### config.mk
export PLATFORM = sky130hd
export DESIGN_NAME = regfile_byte_writer_flat
export DESIGN_NICKNAME = d
export VERILOG_FILES = /design/src/rtl/regfile_byte_writer_pkg.sv /design/src/rtl/regfile_byte_writer_if.sv /design/src/rtl/regfile_read_forward.sv /design/src/rtl/regfile_byte_writer.sv /design/src/flat_wrapper.sv
export SDC_FILE = /design/constraint.sdc
export NUM_CORES = 1
export LEC_CHECK = 0
export ABC_AREA = 1
export BUFFER_PORTS_ARGS = -buffer_cell sky130_fd_sc_hd__buf_4
export CORE_MARGIN = 8
export CORE_UTILIZATION = 45
export DETAILED_ROUTE_END_ITERATION = 8
export PLACE_DENSITY = 0.7
export SETUP_SLACK_MARGIN = 0.5
export SKIP_CTS_REPAIR_TIMING = 1
export SYNTH_ARGS = -nofsm -noshare
export SYNTH_HDL_FRONTEND = slang
export SYNTH_HIERARCHICAL = 1
export SYNTH_SLANG_ARGS = --single-unit
### constraint.sdc
create_clock -name clk -period 2.15 [get_ports clk]
set_input_delay 0.43 -clock clk [delete_from_list [all_inputs] [get_ports clk]]
set_output_delay 0.43 -clock clk [all_outputs]
set_load 0.05 [all_outputs]
### src/rtl/regfile_byte_writer_pkg.sv
// rtl/regfile_byte_writer_pkg.sv - register-file parameter header shared by the byte-writer slice
package regfile_byte_writer_pkg;

  localparam int registerAddressLength = 4;
  localparam int dataLength            = 16;
  localparam int LANE_W                = dataLength / 2;
  localparam int REG_COUNT             = 2 ** registerAddressLength;

  typedef struct packed {
    logic                             valid;
    logic [registerAddressLength-1:0] add;
    logic                             lb;
    logic                             hb;
    logic [dataLength-1:0]            data;
  } pending_t;

endpackage

### src/rtl/regfile_byte_writer_if.sv
// rtl/regfile_byte_writer_if.sv - write request and dual read-port bundle of the byte-writer
interface regfile_byte_writer_if;
  import regfile_byte_writer_pkg::*;

  logic                             w_en;
  logic [registerAddressLength-1:0] w_regfile_add;
  logic                             w_lb;
  logic                             w_hb;
  logic [dataLength-1:0]            w_data;
  logic [registerAddressLength-1:0] r_add_a;
  logic [registerAddressLength-1:0] r_add_b;
  logic [dataLength-1:0]            r_data_a;
  logic [dataLength-1:0]            r_data_b;
  logic                             wb_pending;

  modport master (
    output w_en, w_regfile_add, w_lb, w_hb, w_data, r_add_a, r_add_b,
    input  r_data_a, r_data_b, wb_pending
  );

  modport slave (
    input  w_en, w_regfile_add, w_lb, w_hb, w_data, r_add_a, r_add_b,
    output r_data_a, r_data_b, wb_pending
  );

endinterface

### src/rtl/regfile_read_forward.sv
// rtl/regfile_read_forward.sv - per-lane merge of an array word with the pending write entry
module regfile_read_forward
  import regfile_byte_writer_pkg::*;
(
  input  logic [dataLength-1:0]            array_word,
  input  pending_t                         pend,
  input  logic [registerAddressLength-1:0] r_add,
  output logic [dataLength-1:0]            r_data
);

  logic hit;

  assign hit = pend.valid && (pend.add == r_add);

  assign r_data[LANE_W-1:0] = (hit && pend.lb) ? pend.data[LANE_W-1:0]
                                               : array_word[LANE_W-1:0];
  assign r_data[dataLength-1:LANE_W] = (hit && pend.hb) ? pend.data[dataLength-1:LANE_W]
                                                        : array_word[dataLength-1:LANE_W];

endmodule

### src/rtl/regfile_byte_writer.sv
// rtl/regfile_byte_writer.sv - 16x16 register file with byte-lane writes via a one-entry write-back stage
module regfile_byte_writer
  import regfile_byte_writer_pkg::*;
(
  input  logic                      clk,
  input  logic                      rst,
  regfile_byte_writer_if.slave      bus
);

  logic [dataLength-1:0] regs [REG_COUNT];
  pending_t              pend;
  logic                  capture;

  assign capture = bus.w_en && (bus.w_lb || bus.w_hb);

  // The old pending entry commits on the same edge a new one is captured,
  // so the array update always reads the pre-edge pending value.
  always_ff @(posedge clk) begin
    if (rst) begin
      for (int i = 0; i < REG_COUNT; i++) begin
        regs[i] <= '0;
      end
      pend <= '0;
    end else begin
      if (pend.valid && pend.lb) begin
        regs[pend.add][LANE_W-1:0] <= pend.data[LANE_W-1:0];
      end
      if (pend.valid && pend.hb) begin
        regs[pend.add][dataLength-1:LANE_W] <= pend.data[dataLength-1:LANE_W];
      end
      pend.valid <= capture;
      if (capture) begin
        pend.add  <= bus.w_regfile_add;
        pend.lb   <= bus.w_lb;
        pend.hb   <= bus.w_hb;
        pend.data <= bus.w_data;
      end
    end
  end

  assign bus.wb_pending = pend.valid;

  regfile_read_forward u_fwd_a (
    .array_word (regs[bus.r_add_a]),
    .pend       (pend),
    .r_add      (bus.r_add_a),
    .r_data     (bus.r_data_a)
  );

  regfile_read_forward u_fwd_b (
    .array_word (regs[bus.r_add_b]),
    .pend       (pend),
    .r_add      (bus.r_add_b),
    .r_data     (bus.r_data_b)
  );

endmodule
### src/flat_wrapper.sv
// flat-port wrapper written by rule: the top's interface ports become plain ports
module regfile_byte_writer_flat import regfile_byte_writer_pkg::*;
  (clk, rst, bus_w_en, bus_w_regfile_add, bus_w_lb, bus_w_hb, bus_w_data, bus_r_add_a, bus_r_add_b, bus_r_data_a, bus_r_data_b, bus_wb_pending);
  regfile_byte_writer_if bus_i ();
  input  logic clk;
  input  logic rst;
  input wire logic [$bits(bus_i.w_en)-1:0] bus_w_en;
  input wire logic [$bits(bus_i.w_regfile_add)-1:0] bus_w_regfile_add;
  input wire logic [$bits(bus_i.w_lb)-1:0] bus_w_lb;
  input wire logic [$bits(bus_i.w_hb)-1:0] bus_w_hb;
  input wire logic [$bits(bus_i.w_data)-1:0] bus_w_data;
  input wire logic [$bits(bus_i.r_add_a)-1:0] bus_r_add_a;
  input wire logic [$bits(bus_i.r_add_b)-1:0] bus_r_add_b;
  output wire logic [$bits(bus_i.r_data_a)-1:0] bus_r_data_a;
  output wire logic [$bits(bus_i.r_data_b)-1:0] bus_r_data_b;
  output wire logic [$bits(bus_i.wb_pending)-1:0] bus_wb_pending;
  assign bus_i.w_en = bus_w_en;
  assign bus_i.w_regfile_add = bus_w_regfile_add;
  assign bus_i.w_lb = bus_w_lb;
  assign bus_i.w_hb = bus_w_hb;
  assign bus_i.w_data = bus_w_data;
  assign bus_i.r_add_a = bus_r_add_a;
  assign bus_i.r_add_b = bus_r_add_b;
  assign bus_r_data_a = bus_i.r_data_a;
  assign bus_r_data_b = bus_i.r_data_b;
  assign bus_wb_pending = bus_i.wb_pending;
  regfile_byte_writer u_core (.clk(clk), .rst(rst), .bus(bus_i));
endmodule
==> results of run 1 <==
==> path summary, 6_finish.rpt <==
check	end	slack (ns)	cells past startpoint
setup / recovery	bus_r_data_b[2]	-0.27	8
hold / removal	u_core/bus.wb_pending	0.08	2
setup reg to reg	u_core/regs[7][10]	0.37	6
hold reg to reg	u_core/pend[15]	0.48	2
==> cell usage after synthesis (all sizes together) <==
library cell and number:
clkbuf 49, buf 90, nand4 36, nor3 6, inv 294, clkinv 17, nor2 274, o21ai 23
nand2 690, nand3 468, a21oi 22, edfxtp 256, dfxtp 23
==> kinds of logic after synthesis <==
| family | Yosys count | share of synthesized area [%] |
|---|---|---|
| simple gates | 1474 | 38.9 |
| buf+inv | 450 | 11.2 |
| flops | 279 | 48.5 |
| compound gates | 45 | 1.38 |
==> layout make-up <==
cell class / instances / area share [%]
clock inverters: 25 / 1.39
inverters: 311 / 5.74
clock buffers: 32 / 3.66
repair buffers: 217 / 11.1
well taps: 468 / 2.75
flip-flops and latches: 279 / 38.3
multi-input cells: 1521 / 37.1
==> layout by cell type (no fill, tap or decap), types with 2 or more instances in the layout <==
cell / n
sky130_fd_sc_hd__buf_4: 136
sky130_fd_sc_hd__buf_6: 22
sky130_fd_sc_hd__nand2_8: 15
sky130_fd_sc_hd__clkinvlp_4: 11
sky130_fd_sc_hd__nand2_4: 83
sky130_fd_sc_hd__nor2_4: 11
sky130_fd_sc_hd__dfxtp_4: 5
sky130_fd_sc_hd__nand3_1: 433
sky130_fd_sc_hd__inv_2: 20
sky130_fd_sc_hd__buf_8: 19
sky130_fd_sc_hd__dfxtp_1: 17
sky130_fd_sc_hd__edfxtp_1: 256
sky130_fd_sc_hd__clkinv_2: 9
sky130_fd_sc_hd__nand4_1: 32
sky130_fd_sc_hd__nor2_2: 3
sky130_fd_sc_hd__nand3_4: 14
sky130_fd_sc_hd__nand2_2: 30
sky130_fd_sc_hd__clkbuf_16: 31
sky130_fd_sc_hd__nand3_2: 23
sky130_fd_sc_hd__nand2_1: 562
sky130_fd_sc_hd__a21oi_1: 20
sky130_fd_sc_hd__buf_12: 39
sky130_fd_sc_hd__o21ai_0: 22
sky130_fd_sc_hd__inv_8: 2
sky130_fd_sc_hd__inv_16: 2
sky130_fd_sc_hd__bufinv_16: 6
sky130_fd_sc_hd__inv_1: 268
sky130_fd_sc_hd__nor3_4: 5
sky130_fd_sc_hd__a21oi_2: 2
sky130_fd_sc_hd__clkinv_1: 17
sky130_fd_sc_hd__nor2_1: 260
sky130_fd_sc_hd__nand4_4: 4
==> metrics by stage <==
| step | utilization [%] | instances | hold slack [ns] |
|---|---|---|---|
| 2_1_floorplan | - | 2248 | 0.493 |
| 3_3_place_gp | 51.8 | 2760 | 0.456 |
| 3_5_place_dp | 51.8 | 2760 | 0.469 |
| 4_1_cts | 54.8 | 2817 | 0.0583 |
| 5_1_grt | 58.1 | 2853 | 0.0674 |
| 6_report | 58.1 | 2853 | 0.0796 |
==> state kept, by name, indices dropped and copies added (netlist names) <==
signal                 cells
u_core/regs              256
u_core/pend               22
u_core/bus.wb_pending      1
==> worst register-to-register path, delay by kind of cell, from the launching register on <==
| family | cells | cell delay [ns] |
|---|---|---|
| simple gates | 3 | 0.59 |
| flops | 1 | 0.38 |
| buf+inv | 3 | 0.51 |
==> power groups by stage <==
stage / clock network [uW] / logic [uW] / registers (uW)
detailed placement: 0 / 2640 / 6320
CTS: 5720 / 2650 / 6200
global placement: 0 / 2620 / 6310
floorplan: 0 / 1830 / 6290
finish: 5680 / 2960 / 6200
global route: 5930 / 3130 / 6220
==> per-layer routing <==
layer / GRT usage (%) / routed length (um) / vias up / share of wire (%)
met5: 0 / 0 / - / 0
met4: 15.0 / 3750 / 0 / 6.3
met3: 2.94 / 3780 / 262 / 6.4
met2: 45.5 / 30100 / 861 / 51
met1: 29.7 / 21700 / 7720 / 37
li1: - / - / 7453 / -
==> results.json, run 1 <==
{
  "wl_um": 59300,
  "cp_slowest_stage_delay_ns": 0.38,
  "postSynthCellCount": 2248,
  "area.sequential_um2": 8170,
  "timing.final.setup_violations": 32,
  "grt_overflow": 0,
  "drcViolationCount": 0,
  "std_cell_rows": 70,
  "cp_max_fo": 8,
  "dp_hpwl_um": 41700,
  "placement.cell_area_um2": 19000,
  "area_growth_pct": 26.8,
  "first_global_vias": 15700,
  "report.power.total_uw": 14800,
  "yosysWarnings": 6,
  "cp.buffers_inverters": 2,
  "wl_per_cell_um": 20.8,
  "seq_power_share_pct": 41.8,
  "critPathSlowestCell": "sky130_fd_sc_hd__dfxtp_4",
  "yosys-top-cells-area": "sky130_fd_sc_hd__edfxtp_1, sky130_fd_sc_hd__nand2_1, sky130_fd_sc_hd__nand3_1, sky130_fd_sc_hd__inv_1, sky130_fd_sc_hd__nor2_1",
  "power.density_nw_per_um2": 696,
  "initial_antenna_violation_count": 0,
  "die_x_um": 209,
  "synth_area_leader_cell": "sky130_fd_sc_hd__edfxtp_1",
  "groute.usage.overall_pct": 25.7,
  "mappedNetlistArea_um2": 16800,
  "route.detailed.vias_per_inst": 5.71,
  "antenna_cells": 0,
  "io_pins": 66,
  "timing.clock.skew_ns": 0.0118,
  "switching_share_pct": 29.6,
  "syn_nets": 2281,
  "io_buffer_count": 65,
  "netlist-cell-type-count": 27,
  "tightest_slew_ns": 0.454,
  "max_freq_ghz": 0.414,
  "drt_first_pass_iters": 9,
  "die_height_um": 209,
  "final_layout_size_suffix_gt1_share_pct": 20.8,
  "place_worst_setup_slack_ns": -0.193,
  "timing.max_slew.rel_slack_pct": 69.7,
  "grt_max_degree": 62,
  "rsz_0062_raised_after_global_routing": "true",
  "clock-sinks": 279,
  "cp_cell_sequence": "inv_2 > nand2_2 > nand2_2 > nor2_4 > nand4_4 > nand2_2 > nand2_4 > buf_8",
  "power.clock.fraction_pct": 38.3,
  "worst_ep_arrival_time_ns": 1.99,
  "design.final.nets": 2394,
  "cts_inserted_buffers": 31,
  "finalCriticalPeriod_ns": 2.42,
  "drv_cap": 0,
  "timing.final.ws_setup_ns": -0.268,
  "cts.htree.levels": 1,
  "final.fill_count": 3241,
  "maximum_resistive_drop_on_vdd_v": 0.000619,
  "worstSetupPathType": "reg -> out",
  "fin_hold_viols": 0,
  "seq_area_frac_synth_pct": 48.5,
  "design.core.area_um2": 36700,
  "critPathMostFrequentCell": "sky130_fd_sc_hd__nand2_2",
  "clk_pin_slew_worst_paths_ns": 0.06,
  "power_report.internal_total_uw": 10400,
  "final_max_slew_viol_count": 0,
  "routability_cong": 0.956,
  "clkLatencyLatePin_ns": 0.58,
  "comb_power_share_pct": 20.0,
  "final_cell_area_um2": 21300,
  "final.period_utilization_pct": 112,
  "start_util_pct": 45.8,
  "cp_top_delay_family": "simple AND/OR/NAND/NOR gates",
  "cts_max_path_buffers": 3,
  "fin_tns_setup_ns": -6.94,
  "die_area_um2": 43800,
  "ys_seq_elements": 279,
  "net-switching-power_uw": 4400,
  "synth.top_cell.area_share_pct": 45.7,
  "hold_class": "in -> reg",
  "routed-via-count": 16300,
  "violations": "negative setup slack",
  "synth_area_per_cell_um2": 7.48,
  "final_antenna_net_count": 0,
  "static_leakage_power_uw": 0.00947,
  "clock-root-buffer": "sky130_fd_sc_hd__clkbuf_16",
  "cp-end-kind": "primary output",
  "grt_pass1_wl_um": 88000,
  "outcome": "finished with violations",
  "crit_required_ns": 1.72,
  "worst_hold_startpoint": "rst",
  "drtIter0Drc": 1902,
  "multi_input_comb_area_um2": 7910,
  "setup.worst_path.start": "u_core/pend[18]",
  "critical_path.reg2reg.startpoint": "u_core/pend[20]",
  "tritoncts": "built",
  "critical_path.startpoint_type": "flip-flop"
}
Note: power is estimated with default switching activity, not from simulation.
==> inputs of run 2 (changes only) <==
ABC_AREA = 0   (was 1)
CTS_BUF_LIST = sky130_fd_sc_hd__clkbuf_8   (was unset)
clock period = 2.81 ns   (was 2.15 ns; I/O delays follow)
==> run 2 against run 1 <==
Effect of this change: the run still ends with negative setup slack left; flip-flop and latch count did not move; final area fell by 19%; utilization decreased by 4.4 points; synthesized cell count decreased by 51%; clock-buffer cell count rose by 11; sequential share of layout area up 8.6 points; worst setup slack better by 0.18 ns; clock power fell by 41%; via count shrank 37%; worst hold slack improved by 0.15 ns; clock skew rose by 0.028 ns; area after synthesis decreased by 12%; critical path type unchanged.
==> results.json, run 2 <==
{
  "cp_top_delay_family": "buffers and inverters",
  "design.core.area_um2": 32400,
  "worstSetupPathType": "reg -> out",
  "cp_num_cells": 7,
  "routability_cong": 0.854,
  "finalCriticalPeriod_ns": 2.89,
  "worst-r2r-cell-count": 3,
  "area_growth_pct": 17.9,
  "clkLatencyLatePin_ns": 0.58,
  "most_frequent_standard_cell_in_the_layout_excluding_fill_and_tap_cells": "sky130_fd_sc_hd__nor2_1",
  "die_x_um": 197,
  "io_pins": 66,
  "first_global_vias": 10400,
  "final_cell_area_um2": 17400,
  "report.power.total_uw": 9580,
  "violations": "negative setup slack",
  "placement.cell_area_um2": 16200,
  "area.sequential_um2": 8150,
  "proportion_of_synthesized_flip_flops_having_asynchronous_set_or_reset_pct": 0,
  "tightest_slew_ns": 0.854,
  "cts_max_path_buffers": 3,
  "critPathSlowestCell": "sky130_fd_sc_hd__dfxtp_4",
  "yosys-top-cells-area": "sky130_fd_sc_hd__edfxtp_1, sky130_fd_sc_hd__mux4_2, sky130_fd_sc_hd__nor2_1, sky130_fd_sc_hd__mux4_1, sky130_fd_sc_hd__nand2_1",
  "power.density_nw_per_um2": 551,
  "static_leakage_power_uw": 0.00620,
  "met3_usage_pct": 3.51,
  "antenna_cells": 0,
  "globalRouteMet1Util_pct": 28.7,
  "synth_ff_type": "sky130_fd_sc_hd__edfxtp_1",
  "drv_cap": 0,
  "die_area_um2": 38800,
  "drcViolationCount": 0,
  "clock-sinks": 279,
  "routed-via-count": 10300,
  "grt_most_used_layer": "met2",
  "grt_pass1_wl_um": 62500,
  "ys_seq_elements": 279,
  "regMostFlops": "u_core/regs",
  "synth.most_common_cell": "sky130_fd_sc_hd__nor2_1",
  "synth_area_leader_cell": "sky130_fd_sc_hd__edfxtp_1",
  "grt_overflow": 0,
  "final.hold.worst_slack_ns": 0.232,
  "mappedNetlistArea_um2": 14700,
  "final_core_area_utilization_pct": 53.7,
  "final.period_utilization_pct": 103,
  "cp_cell_sequence": "inv_2 > a222oi_1 > buf_4 > nand4_4 > buf_12 > mux2_4 > buf_8",
  "multi_input_comb_area_um2": 6220,
  "hold_class": "in -> reg",
  "cts.htree.levels": 2,
  "wl_um": 41900,
  "timing.max_slew.rel_slack_pct": 43.1,
  "timing.clock.skew_ns": 0.0393,
  "cp.buffers_inverters": 4,
  "synth.top_cell.area_share_pct": 52.2,
  "wl_per_cell_um": 24.8,
  "final.fill_count": 2735,
  "groute.usage.overall_pct": 21.3,
  "max_freq_ghz": 0.346,
  "number_of_enable_flip_flop_cells_after_synthesis": 256,
  "gr-usage-met2_pct": 34.4,
  "final_max_slew_viol_count": 0,
  "clock-root-buffer": "sky130_fd_sc_hd__clkbuf_8",
  "cp-end-kind": "primary output",
  "worst_ep_arrival_time_ns": 2.33,
  "postSynthCellCount": 1108,
  "grt_max_degree": 33,
  "timing.final.setup_violations": 32,
  "final_antenna_net_count": 0,
  "rsz_0062_raised_after_global_routing": "true",
  "clk_pin_slew_worst_paths_ns": 0.07,
  "start_util_pct": 45.5,
  "fin_tns_setup_ns": -1.93,
  "netlist-cell-type-count": 36,
  "seq_area_frac_synth_pct": 55.3,
  "cp_slowest_stage_delay_ns": 0.40,
  "outcome": "finished with violations",
  "std_cell_rows": 66,
  "synth_area_per_cell_um2": 13.3,
  "timing.final.ws_setup_ns": -0.0829,
  "maximum_resistive_drop_on_vdd_v": 0.000386,
  "holdPathStages": 3,
  "dp_hpwl_um": 27900,
  "fin_hold_viols": 0,
  "most-common-layout-cells": "sky130_fd_sc_hd__nor2_1, sky130_fd_sc_hd__edfxtp_1, sky130_fd_sc_hd__nand2_1",
  "final_layout_size_suffix_gt1_share_pct": 31.8,
  "drt_first_pass_iters": 5,
  "route.detailed.vias_per_inst": 6.12,
  "syn_nets": 1141,
  "io_buffer_count": 65,
  "drtIter0Drc": 1248,
  "initial_antenna_violation_count": 0,
  "crit_required_ns": 2.25,
  "cp_max_fo": 8,
  "cts_inserted_buffers": 42,
  "largest_reg_flops": 256,
  "yosysWarnings": 6,
  "die_height_um": 197,
  "critical_path.startpoint_type": "flip-flop",
  "design.final.nets": 1253,
  "tritoncts": "built",
  "synth.top_cells.by_count": "sky130_fd_sc_hd__nor2_1, sky130_fd_sc_hd__edfxtp_1, sky130_fd_sc_hd__nand2_1, sky130_fd_sc_hd__mux4_2, sky130_fd_sc_hd__a22oi_1"
}
[run 2: report_power, final]
part           total [uW]  internal [uW]  switching [uW]
clock                3330           1780            1550
combinational        1450            654             796
sequential           4790           4670             124
total                9580           7110            2470
[run 2: path summary, 6_finish.rpt]
check                                      from                  end  slack, ns
worst max-delay path            u_core/pend[18]     bus_r_data_a[15]      -0.08
worst min-delay path             bus_w_data[13]      u_core/pend[13]       0.23
worst max register to register  u_core/pend[18]  u_core/regs[12][12]       0.62
worst min register to register  u_core/pend[21]      u_core/pend[21]       0.58
[run 2: routing by layer]
| layer | vias up | wire [um] | share of wire (%) |
|---|---|---|---|
| met4 | 0 | 1450 | 3.4 |
| met5 | - | 0 | 0 |
| li1 | 4402 | - | - |
| met1 | 5165 | 15700 | 38 |
| met2 | 651 | 20100 | 48 |
| met3 | 110 | 4610 | 11 |
[run 2: final cells by class]
type	count	share of cell area, %
flip-flops and latches	279	46.9
multi-input cells	735	35.8
repair buffers	156	9.30
clock buffers	43	3.41
well taps	442	3.18
clock inverters	27	1.25
inverters	6	0.144
[run 2: per-stage QoR]
stage	cells	setup WS (ns)
after detailed placement	1605	-0.158
after floorplan	1108	0.357
after CTS	1675	-0.296
after global placement	1605	-0.140
after global routing	1688	-0.145
final	1688	-0.0829
[run 2: kinds of logic (layout without fill, tap and decap cells)]
kind of cell | after synthesis | in the layout | share of synthesized area, %
flip-flops | 279 | 279 | 55.3
AO/OA/AOI/OAI | 124 | 124 | 6.01
AND/OR/NAND/NOR | 449 | 449 | 12.3
buffers and inverters | 94 | 232 | 3.65
multiplexers | 160 | 160 | 22.7
XOR/XNOR | 2 | 2 | 0.119
[run 2: worst min-delay path: stages]
cell and delay, ns:
sky130_fd_sc_hd__buf_4 0.11, sky130_fd_sc_hd__nand2_1 0.05, sky130_fd_sc_hd__a21oi_1 0.05
==> inputs of run 3 (changes only) <==
--- a/config.mk
+++ b/config.mk
@@ -7,5 +7,5 @@
 export LEC_CHECK = 0
 export ABC_AREA = 0
-export BUFFER_PORTS_ARGS = -buffer_cell sky130_fd_sc_hd__buf_4
+export BUFFER_PORTS_ARGS = -buffer_cell sky130_fd_sc_hd__buf_2
 export CORE_MARGIN = 8
 export CORE_UTILIZATION = 45
==> constraint.sdc (replaced) <==
create_clock -name clk -period 2.81 [get_ports clk]
set_input_delay 0.4215 -clock clk [delete_from_list [all_inputs] [get_ports clk]]
set_output_delay 0.4215 -clock clk [all_outputs]
set_load 0.05 [all_outputs]
==> run 3 against run 2 <==
Effect of this change: the run now ends clean; clock skew is 0.013 ns lower; final area decreased by 0.72%; power rose by 3.1%; wire length grew 3.1%; combinational power hardly changed; worst hold slack got worse by 0.15 ns; highest routed layer unchanged.
==> results.json, run 3 (same netlist as run 2, synthesis figures left out) <==
{
  "outcome": "finished, final reports clean",
  "tritoncts": "built",
  "wl_um": 43200,
  "finalCriticalPeriod_ns": 2.79,
  "grt_max_degree": 33,
  "routed-via-count": 10400,
  "area_growth_pct": 17.0,
  "cts_inserted_buffers": 43,
  "cp_max_fo": 2,
  "grt_overflow": 0,
  "regMostFlops": "u_core/regs",
  "area.sequential_um2": 8160,
  "drt_first_pass_iters": 5,
  "clk_pin_slew_worst_paths_ns": 0.07,
  "instances_no_fill": 1670,
  "die_height_um": 197,
  "final.period_utilization_pct": 99.2,
  "final_layout_size_suffix_gt1_share_pct": 32.7,
  "rsz_0062_raised_after_global_routing": "true",
  "final_max_slew_viol_count": 0,
  "fin_hold_viols": 0,
  "cp_cell_sequence": "mux4_4 > a22oi_2 > nand2_1 > mux2_4 > buf_8",
  "cp.buffers_inverters": 1,
  "std_cell_rows": 66,
  "regToRegSetupSlack_ns": 0.65,
  "die_area_um2": 38800,
  "clock-root-buffer": "sky130_fd_sc_hd__clkbuf_8",
  "antenna_cells": 0,
  "die_x_um": 197,
  "min_to": "u_core/pend[7]",
  "drtIter0Drc": 1517,
  "io_pins": 66,
  "io_buffer_count": 65,
  "wl_per_cell_um": 25.9,
  "worstSetupPathType": "reg -> out",
  "static_leakage_power_uw": 0.00606,
  "initial_antenna_violation_count": 0,
  "design.core.area_um2": 32400,
  "critical_path.startpoint_type": "flip-flop",
  "worst_r2r_endpoint": "u_core/regs[4][2]",
  "route.detailed.vias_per_inst": 6.21,
  "critical_path.reg2reg.startpoint": "u_core/pend[20]",
  "worst_ep_arrival_time_ns": 2.37,
  "final.hold.worst_slack_ns": 0.0863,
  "maximum_resistive_drop_on_vdd_v": 0.000475,
  "max_freq_ghz": 0.359,
  "worst-r2r-cell-count": 3,
  "most_frequent_standard_cell_in_the_layout_excluding_fill_and_tap_cells": "sky130_fd_sc_hd__nor2_1",
  "cp_top_delay_family": "multiplexers",
  "holdPathStages": 3,
  "drv_cap": 0,
  "cts_max_path_buffers": 3,
  "timing.clock.skew_ns": 0.0262,
  "worst_hold_startpoint": "bus_w_data[7]",
  "most-common-layout-cells": "sky130_fd_sc_hd__nor2_1, sky130_fd_sc_hd__edfxtp_1, sky130_fd_sc_hd__nand2_1",
  "dp_hpwl_um": 28100,
  "final.fill_count": 2742,
  "multi_input_comb_area_um2": 6310,
  "design.final.nets": 1227,
  "timing.max_slew.rel_slack_pct": 40.7,
  "largest_reg_flops": 256,
  "cts.htree.levels": 2,
  "first_global_vias": 10400,
  "placed_cells": 1581,
  "start_util_pct": 45.5,
  "critPathSlowestCell": "sky130_fd_sc_hd__mux4_4",
  "tightest_slew_ns": 0.889,
  "power.density_nw_per_um2": 572,
  "clock-sinks": 279,
  "cp-end-kind": "primary output",
  "groute.usage.overall_pct": 21.6,
  "hold_class": "in -> reg",
  "cp_slowest_stage_delay_ns": 0.61,
  "crit_required_ns": 2.39,
  "final_antenna_net_count": 0,
  "routability_cong": 0.860,
  "clkLatencyLatePin_ns": 0.57,
  "grt_pass1_wl_um": 62700,
  "drcViolationCount": 0,
  "timing.final.setup_violations": 0
}
-- run 3: cell count changes in the layout (fill, tap and decap cells not counted), sizes merged --
cell and change:
clkbuf +3, inv -3, bufinv +1, buf -26, clkinv +8, clkinvlp -1
-- run 3: power breakdown --
part	internal [uW]	switching (uW)
clock network	2000	1610
logic	633	826
registers	4670	127
total	7310	2560
-- run 3: worst max path at each step --
stage                                  start                to  slack, ns  depth (start not counted)
after floorplan               bus_r_add_b[0]   bus_r_data_b[5]       0.50                          6
after global placement        bus_r_add_a[0]   bus_r_data_a[0]      0.008                          7
after detailed placement      bus_r_add_a[0]   bus_r_data_a[0]      -0.03                          7
after CTS                    u_core/pend[18]   bus_r_data_a[6]      -0.23                          5
after global routing      u_core/regs[0][15]  bus_r_data_a[15]      -0.02                          5
final                     u_core/regs[2][15]  bus_r_data_a[15]       0.02                          5
-- run 3: area by class of cell --
cell class	instances	share of cell area (%)
flip-flops and latches	279	47.3
repair buffers	129	7.47
multi-input cells	735	36.6
clock buffers	47	3.75
clock inverters	32	1.51
inverters	6	0.145
well taps	442	3.21
-- run 3: tightest hold or removal path, stage by stage --
cell and delay [ns]:
sky130_fd_sc_hd__buf_2 0.10, sky130_fd_sc_hd__nand2_1 0.05, sky130_fd_sc_hd__a21oi_1 0.05
-- run 3: per-stage QoR --
step	setup slack, ns	utilization, %	TNS (ns)	instance area [um^2]	power, uW
floorplan	0.504	-	0	14700	5690
global placement	0.00771	48.5	0	15700	6100
detailed placement	-0.0253	48.5	-0.0253	15700	6120
CTS	-0.233	51.3	-5.08	16600	9690
global route	-0.0229	53.3	-0.0719	17200	10100
finish	0.0211	53.3	0	17200	9870
-- run 3: routing by layer --
metal,wire length [um],track usage (%),vias up,part of all wire (%)
met5,0,0,-,0
met4,1730,9.39,0,4.0
met3,5210,4.57,122,12
met2,20000,33.4,738,46
met1,16300,29.3,5145,38
li1,-,-,4361,-
